File: config.mk
export PLATFORM = sky130hd
export DESIGN_NAME = cpu_read_sequencer
export DESIGN_NICKNAME = d
export VERILOG_FILES = /design/src/rtl/cpu_read_sequencer.sv
export SDC_FILE = /design/constraint.sdc
export NUM_CORES = 1
export LEC_CHECK = 0
export BUFFER_PORTS_ARGS = -buffer_cell sky130_fd_sc_hd__buf_2
export CAP_MARGIN = 40
export CORE_AREA = 2 2 45 67
export CTS_CLUSTER_DIAMETER = 150
export DETAILED_ROUTE_END_ITERATION = 10
export DIE_AREA = 0 0 47 69
export PLACE_DENSITY_LB_ADDON = 0.15
export SETUP_SLACK_MARGIN = 0.02
export SYNTH_ARGS = -nofsm -noshare
export SYNTH_HDL_FRONTEND = slang
export SYNTH_SLANG_ARGS = --single-unit
export TNS_END_PERCENT = 10
File: constraint.sdc
create_clock -name clk -period 1.85 [get_ports clk]
set_input_delay 0.2775 -clock clk [delete_from_list [all_inputs] [get_ports clk]]
set_output_delay 0.2775 -clock clk [all_outputs]
set_load 0.05 [all_outputs]
File: src/rtl/cpu_read_sequencer.sv
// cpu_read_sequencer
// Runs a CPU read transaction as a sequence of single-outstanding memory reads.
// A transaction starts from IDLE on CPU_start. It then issues
// min(num_reads, MAX_READS) reads, one at a time. Each read goes through a
// request/grant handshake and then waits for one READ_complete pulse.
// CPU_end pulses once when the transaction finishes, either normally or after
// a read times out.
//
// Ports
//   clk           rising-edge clock
//   rst_n         asynchronous active-low reset (release synchronised to clk)
//   CPU_start     begins a transaction when sampled high in IDLE
//   num_reads     [3:0] reads requested, captured with CPU_start
//   read_req      read request to memory (high only in ISSUE)
//   read_gnt      memory accepts the request this cycle
//   READ_complete one-cycle pulse: data for the outstanding read returned
//   CPU_end       one-cycle pulse: transaction finished
//   busy          high whenever the FSM is not IDLE
//   reads_done    [3:0] completions counted in current/most recent transaction
//   err           sticky protocol/timeout error, cleared only by reset
module cpu_read_sequencer #(
  parameter int MAX_READS = 8,
  parameter int TIMEOUT   = 16
) (
  input  logic       clk,
  input  logic       rst_n,
  input  logic       CPU_start,
  input  logic [3:0] num_reads,
  output logic       read_req,
  input  logic       read_gnt,
  input  logic       READ_complete,
  output logic       CPU_end,
  output logic       busy,
  output logic [3:0] reads_done,
  output logic       err
);

  localparam int TW = $clog2(TIMEOUT + 1);
  localparam logic [TW-1:0] TMAX = TW'(TIMEOUT);
  localparam logic [3:0] MAXR = 4'(MAX_READS);

  typedef enum logic [1:0] {IDLE, ISSUE, WAIT, END} state_t;

  state_t        state_reg, state_next;
  logic [3:0]    target_reg, target_next;
  logic [3:0]    reads_done_reg, reads_done_next;
  logic [TW-1:0] tcnt_reg, tcnt_next;
  logic          err_reg, err_next;
  logic [3:0]    clamp;

  // Reset assertion is asynchronous, but release passes through two flops.
  // While run_en is low, the FSM is held in its reset values. As a result,
  // the earliest CPU_start that can be accepted is sampled on the third edge
  // after release.
  logic [1:0] rst_sync_reg;
  logic       run_en;

  always_ff @(posedge clk or negedge rst_n) begin
    if (!rst_n) rst_sync_reg <= 2'b00;
    else        rst_sync_reg <= {rst_sync_reg[0], 1'b1};
  end

  assign run_en = rst_sync_reg[1];
  assign clamp  = (num_reads > MAXR) ? MAXR : num_reads;

  always_ff @(posedge clk or negedge rst_n) begin
    if (!rst_n) begin
      state_reg      <= IDLE;
      target_reg     <= '0;
      reads_done_reg <= '0;
      tcnt_reg       <= '0;
      err_reg        <= 1'b0;
    end else if (!run_en) begin
      state_reg      <= IDLE;
      target_reg     <= '0;
      reads_done_reg <= '0;
      tcnt_reg       <= '0;
      err_reg        <= 1'b0;
    end else begin
      state_reg      <= state_next;
      target_reg     <= target_next;
      reads_done_reg <= reads_done_next;
      tcnt_reg       <= tcnt_next;
      err_reg        <= err_next;
    end
  end

  always_comb begin
    state_next      = state_reg;
    target_next     = target_reg;
    reads_done_next = reads_done_reg;
    tcnt_next       = tcnt_reg;
    err_next        = err_reg;

    // A completion can only be legal while a read is outstanding. This
    // includes a completion that arrives in the same cycle as the grant.
    if (READ_complete && (state_reg != WAIT)) err_next = 1'b1;

    case (state_reg)
      IDLE: begin
        if (CPU_start) begin
          target_next     = clamp;
          reads_done_next = '0;
          state_next      = (clamp == 4'd0) ? END : ISSUE;
        end
      end
      ISSUE: begin
        if (read_gnt) begin
          state_next = WAIT;
          tcnt_next  = '0;
        end
      end
      WAIT: begin
        // err is raised on the edge where the counter reaches TIMEOUT.
        // The FSM leaves for END one cycle later.
        if (tcnt_reg == TMAX) begin
          state_next = END;
        end else if (READ_complete) begin
          reads_done_next = reads_done_reg + 4'd1;
          state_next      = ((reads_done_reg + 4'd1) == target_reg) ? END : ISSUE;
        end else begin
          tcnt_next = tcnt_reg + TW'(1);
          if ((tcnt_reg + TW'(1)) == TMAX) err_next = 1'b1;
        end
      end
      END: begin
        state_next = IDLE;
      end
      default: begin
        state_next = IDLE;
      end
    endcase
  end

  // Outputs are decoded from registered state only.
  assign read_req   = (state_reg == ISSUE);
  assign CPU_end    = (state_reg == END);
  assign busy       = (state_reg != IDLE);
  assign reads_done = reads_done_reg;
  assign err        = err_reg;

endmodule
==> metrics, run 1 <==
fin nets approximately 140; R2R depth 6; mapped cell area 1020 um^2; register area share after synthesis 0.442; drt first-iter violations 7; antenna violations before repair 0; FP Rows 23; vias in the first global route about 850; Core Box Area 2650 um^2; reg2reg setup slack 70 ps; Synth top area share 0.442; Worst R2R End tcnt_reg[2]$_DFFE_PN0P_; number of synthesized flops with an enable pin 0; DRC 0; GP Congestion 0.803; CP Depth 6; Final Hold Viols 0; CTS max path bufs 2; Die H 69 um; Tot Pwr 887 uW; layout cells sized above 1 0.262; Setup CP Type reg2reg; Min Clock Period, post-route 1780 ps; Async SR Flop Fraction 1.00; H-tree levels 1; postcts setup bufs 0; # port buffers 16; CP startpoint kind flop; top cells by area, synth dfrtp_1, xor2_1, o21ai_0; Routed WL 2190 um; io pins 17; first-pass iteration count of the detailed router 4; #FFs+latches synth 18; worst path cell trace inv_1, ha_1, and4bb_1, o311a_4, or4b_1, nand2_1; CP required ~2000 ps; Post-Syn Area per Cell 9.70 um^2; Max VDD drop 0.350 mV; Worst-Skew Late Latency between 200 and 300 ps; number of flip-flops in the largest register 5; Post-Synthesis Cells 105; DR vias 830; CP max stage delay 500 ps; slowest CP cell or4b_1; Routed WL per cell 13.1 um; Die Width 47 um; total grt overflow 0; hold crit path type in2reg; WHS Path Cells 2; Top FF cell, synth dfrtp_1; Fmax achieved 563 MHz; Num CTS Buffers 3; Net Count, Synth ~120; Vias/cell between 4 and 5; Critical Path AT roughly 2000 ps; largest net degree at the start of global routing 19; CTS clk-pin slew, worst paths around 70 ps; clk sink count 18; hold endpoint target_reg[1]$_DFFE_PN0P_; Antenna Nets Post-Route 0; worst hold path startpoint num_reads[1]; Netlist cell types 36; Final Setup Violations 0; CTS tree built; Ys Warns 0; max-slew violations 0; first-pass GRT wire length 3930 um; RSZ-0062 raised after global routing yes; Ant. Diodes 0; Design Area, Final 1250 um^2; Critical Path Sink Type flop; fin crit share 0.960; top cell type by total area after synthesis dfrtp_1; gr usage total 0.164; commonest non-fill, non-tap cell in the layout dfrtp_1; Crit. Startpoint tcnt_reg[1]$_DFFE_PN0P_; RR Startpoint tcnt_reg[1]$_DFFE_PN0P_; root buf cell clkbuf_8; Starting Density 0.385; P per Cell Area 711 nW/um^2; most frequent cells in the layout dfrtp_1, buf_2, inv_1, nand2_1; cell family with most CP delay simple AND/OR/NAND/NOR gates; dpl hpwl 1740 um; CP Max Fanout 4; Crit path buffers/inverters 1; die area 3240 um^2; status complete, no violations; Worst Skew 3.74 ps; leakage dissipation 0.000591 uW; dpl cell area 1180 um^2; fillers 291; number of max-cap violations 0; Synth-to-Final Area Change 22.5%
[cell usage after synthesis (all sizes together) (2+ instances only)]
master and count:
dfrtp 18, inv 9, nand2 9, nor2 8, o21ai 8, xor2 5
nand3 4, xnor2 4, a21oi 3, a31o 3, ha 3, nor3b 3
buf 2, nand2b 2, nand3b 2, nor2b 2, nor4 2, o311a 2
[per-stage QoR]
step / std cells / TNS [ps] / setup WS, ps / hold slack [ps] / utilization
2_1_floorplan: 105 / 0 / 84.4 / -18.1 / -
3_3_place_gp: 162 / 0 / 114 / 238 / 0.445
3_5_place_dp: 162 / 0 / 85.3 / 232 / 0.445
4_1_cts: 167 / 0 / 75.1 / 271 / 0.469
5_1_grt: 167 / -3.86 / -2.45 / 284 / 0.471
6_report: 167 / 0 / 73.5 / 275 / 0.471
[cells by family after synthesis]
group | share of synthesized area
AND/OR/NAND/NOR | 0.226
buffers and inverters | 0.0455
AO/OA/AOI/OAI | 0.168
XOR/XNOR | 0.0774
adder cells (fa/ha/maj) | 0.0369
flip-flops | 0.442
other | 0.00368
[layout make-up]
type                    count  area (um^2)  area share
well taps                  37         46.3      0.0371
flip-flops and latches     18          450       0.361
repair buffers             23          135       0.108
clock buffers               4         55.1      0.0441
inverters                   9         33.8      0.0271
multi-input cells          76          527       0.422
[power by group]
part,switching (uW),internal (uW),total (uW),leakage [uW]
clock network,125,189,314,0.0000288
logic,90.5,59.6,150,0.000321
registers,14.9,409,423,0.000242
total,230,657,887,0.000591
[worst max path at each step]
stage | end | slack, ps
after CTS | tcnt_reg[2]$_DFFE_PN0P_ | 80
after global placement | tcnt_reg[2]$_DFFE_PN0P_ | 110
after floorplan | tcnt_reg[2]$_DFFE_PN0P_ | 80
final | tcnt_reg[2]$_DFFE_PN0P_ | 70
after global routing | tcnt_reg[2]$_DFFE_PN0P_ | -2
after detailed placement | tcnt_reg[2]$_DFFE_PN0P_ | 90
[what timing repair did]
action | in CTS | in global routing
hold buffers | 1 | 0
hold endpoints to repair | 18 | 0
gates resized for setup | 0 | 1
setup endpoints to repair | 0 | 3
[per-layer routing]
layer	vias up	wire [um]	track usage
met1	399	891	0.190
met5	-	0	0
li1	422	-	-
met4	0	19	0.0648
met3	2	39	0.0236
met2	7	1240	0.283
(Power assumes the default switching activity.)
==> run 2, diff against run 1 <==
--- a/config.mk
+++ b/config.mk
@@ -12,6 +12,7 @@
 export DETAILED_ROUTE_END_ITERATION = 10
 export DIE_AREA = 0 0 47 69
 export PLACE_DENSITY_LB_ADDON = 0.15
+export REMOVE_ABC_BUFFERS = 1
 export SETUP_SLACK_MARGIN = 0.02
 export SYNTH_ARGS = -nofsm -noshare
 export SYNTH_HDL_FRONTEND = slang
==> run 2 against run 1 <==
Cell area down 0.40%. Cell count unchanged. Register-to-register slack better by 40 ps. Total power up 0.20%. Largest cell class unchanged. Largest power group unchanged.
==> metrics, run 2 (synthesis results as in run 1) <==
Design Area, Final 1240 um^2 (was 1250 um^2); P_int 657 uW (about the same); Starting Density 0.385 (unchanged); fin crit share 0.937 (was 0.960); CP startpoint kind flop (unchanged); # port buffers 16 (unchanged); Setup CP Type reg2reg (unchanged); dpl cell area 1180 um^2 (unchanged); register share of total power 0.476 (was 0.477); Routed WL per cell 12.7 um (was 13.1 um); CP required 2040 ps (about the same); worst hold path startpoint num_reads[1] (unchanged); leakage dissipation 0.000591 uW (about the same); DR vias 820 (was 830); dpl hpwl 1700 um (was 1740 um); reg2reg setup slack 120 ps (was 70 ps); total grt overflow 0 (unchanged); Die H 69 um (unchanged); Routed WL 2130 um (was 2190 um); root buf cell clkbuf_8 (unchanged); clk sink count 18 (unchanged); Antenna Nets Post-Route 0 (unchanged); gr usage total 0.154 (was 0.164); RR Startpoint tcnt_reg[1]$_DFFE_PN0P_ (unchanged); post-cts sizing count 0 (unchanged); Final Hold Viols 0 (unchanged); Max VDD drop 0.422 mV (was 0.350 mV); commonest non-fill, non-tap cell in the layout dfrtp_1 (unchanged); drt first-iter violations 21 (was 7); io pins 17 (unchanged); Vias/cell 4.91 (was 4.97); Die Width 47 um (unchanged); hold crit path type in2reg (unchanged); first-pass iteration count of the detailed router 4 (unchanged); worst path cell trace inv_1, ha_1, and4bb_1, o311a_4, or4b_1, nand2_1 (unchanged); Num CTS Buffers 3 (unchanged); P_sw 232 uW (was 230 uW); Worst-Skew Late Latency 250 ps (about the same); first-pass GRT wire length 3790 um (was 3930 um); layout cells sized above 1 0.254 (was 0.262); Worst R2R End tcnt_reg[2]$_DFFE_PN0P_ (unchanged); Final Setup Violations 0 (unchanged); R2R depth 6 (unchanged); Min Clock Period, post-route 1730 ps (was 1780 ps); number of max-cap violations 0 (unchanged); CTS clk-pin slew, worst paths 70 ps (about the same); largest net degree at the start of global routing 19 (unchanged); die area 3240 um^2 (unchanged); vias in the first global route 890 (was 848); Comb power frac 0.168 (was 0.169); number of flip-flops in the largest register 5 (unchanged); Worst Skew 1.59 ps (was 3.74 ps); Critical Path AT 1920 ps (was 1970 ps); CP Max Fanout 4 (unchanged); most frequent cells in the layout dfrtp_1, buf_2, inv_1, nand2_1 (unchanged); max-slew violations 0 (unchanged); CTS tree built (unchanged); fin nets 143 (unchanged); FP Rows 23 (unchanged); fillers 285 (was 291); CTS max path bufs 2 (unchanged); Crit. Startpoint tcnt_reg[1]$_DFFE_PN0P_ (unchanged); status complete, no violations (unchanged); WHS Path Cells 2 (unchanged); H-tree levels 1 (unchanged); hold endpoint target_reg[1]$_DFFE_PN0P_ (unchanged); P per Cell Area 716 nW/um^2 (was 711 nW/um^2); switch share 0.261 (was 0.260); CP max stage delay 460 ps (was 500 ps); Critical Path Sink Type flop (unchanged); antenna violations before repair 0 (unchanged); Fmax achieved 577 MHz (was 563 MHz); clock share of power 0.356 (was 0.353); RSZ-0062 raised after global routing no (was yes); GP Congestion 0.799 (was 0.803); postcts setup bufs 0 (unchanged); Synth-to-Final Area Change 22.0% (was 22.5%); total negative slack 0 ps (unchanged); slowest CP cell or4b_1 (unchanged); Core Box Area 2650 um^2 (unchanged); DRC 0 (unchanged); Ant. Diodes 0 (unchanged)
-- run 2: cell count changes in the layout (fill, tap and decap cells not counted) --
cell     before  now
nor3b_1       2    3
nor3b_2       1    0
-- run 2: how the worst max path moves through the flow --
stage,to,slack (ps),cells after the start
6_report,tcnt_reg[2]$_DFFE_PN0P_,120,6
3_3_place_gp,tcnt_reg[2]$_DFFE_PN0P_,110,6
2_1_floorplan,tcnt_reg[2]$_DFFE_PN0P_,80,6
4_1_cts,tcnt_reg[2]$_DFFE_PN0P_,70,6
3_5_place_dp,tcnt_reg[2]$_DFFE_PN0P_,90,6
5_1_grt,reads_done[2]$_DFFE_PN0P_,30,6
-- run 2: repair_timing --
action,4_1_cts,5_1_grt
hold buffers,1,0
endpoints found under the hold margin,18,0
setup endpoints to repair,0,1
-- run 2: layout make-up --
cell class	count	area [um^2]	share of cell area
inverters	9	33.8	0.0272
well taps	37	46.3	0.0373
flip-flops and latches	18	450	0.363
multi-input cells	76	522	0.420
clock buffers	4	55.1	0.0443
repair buffers	23	135	0.109
-- run 2: critical path, delay by kind of cell (launching register included) --
kind / cells / cell delay [ps]
buffers and inverters: 1 / 50
and+or+nand+nor: 3 / 760
AOI/OAI and AO/OA: 1 / 300
adders and majority gates: 1 / 180
DFF: 1 / 380
-- run 2: per-layer routing --
layer  track usage  vias to the layer above  share of wire
met4        0.0370                        0         0.0056
met3        0.0236                        2          0.016
met1         0.183                      393           0.41
met5             0                        -              0
li1              -                      418              -
met2         0.272                        7           0.57
-- run 2: power by group through the flow --
stage | combinational [uW] | sequential (uW) | clock (uW)
after floorplan | 84.1 | 439 | 0
after CTS | 152 | 424 | 329
after global routing | 168 | 426 | 347
after global placement | 149 | 431 | 0
final | 149 | 424 | 316
after detailed placement | 150 | 431 | 0
-- run 2: stage by stage --
step	utilization	total power [uW]	cells	hold WS, ps	setup slack [ps]
after global placement	0.445	580	162	237	113
after floorplan	-	523	103	-18.1	84.4
after CTS	0.469	904	167	278	71.0
after detailed placement	0.445	581	162	234	91.9
final	0.469	889	167	283	117
after global routing	0.469	940	167	273	32.7
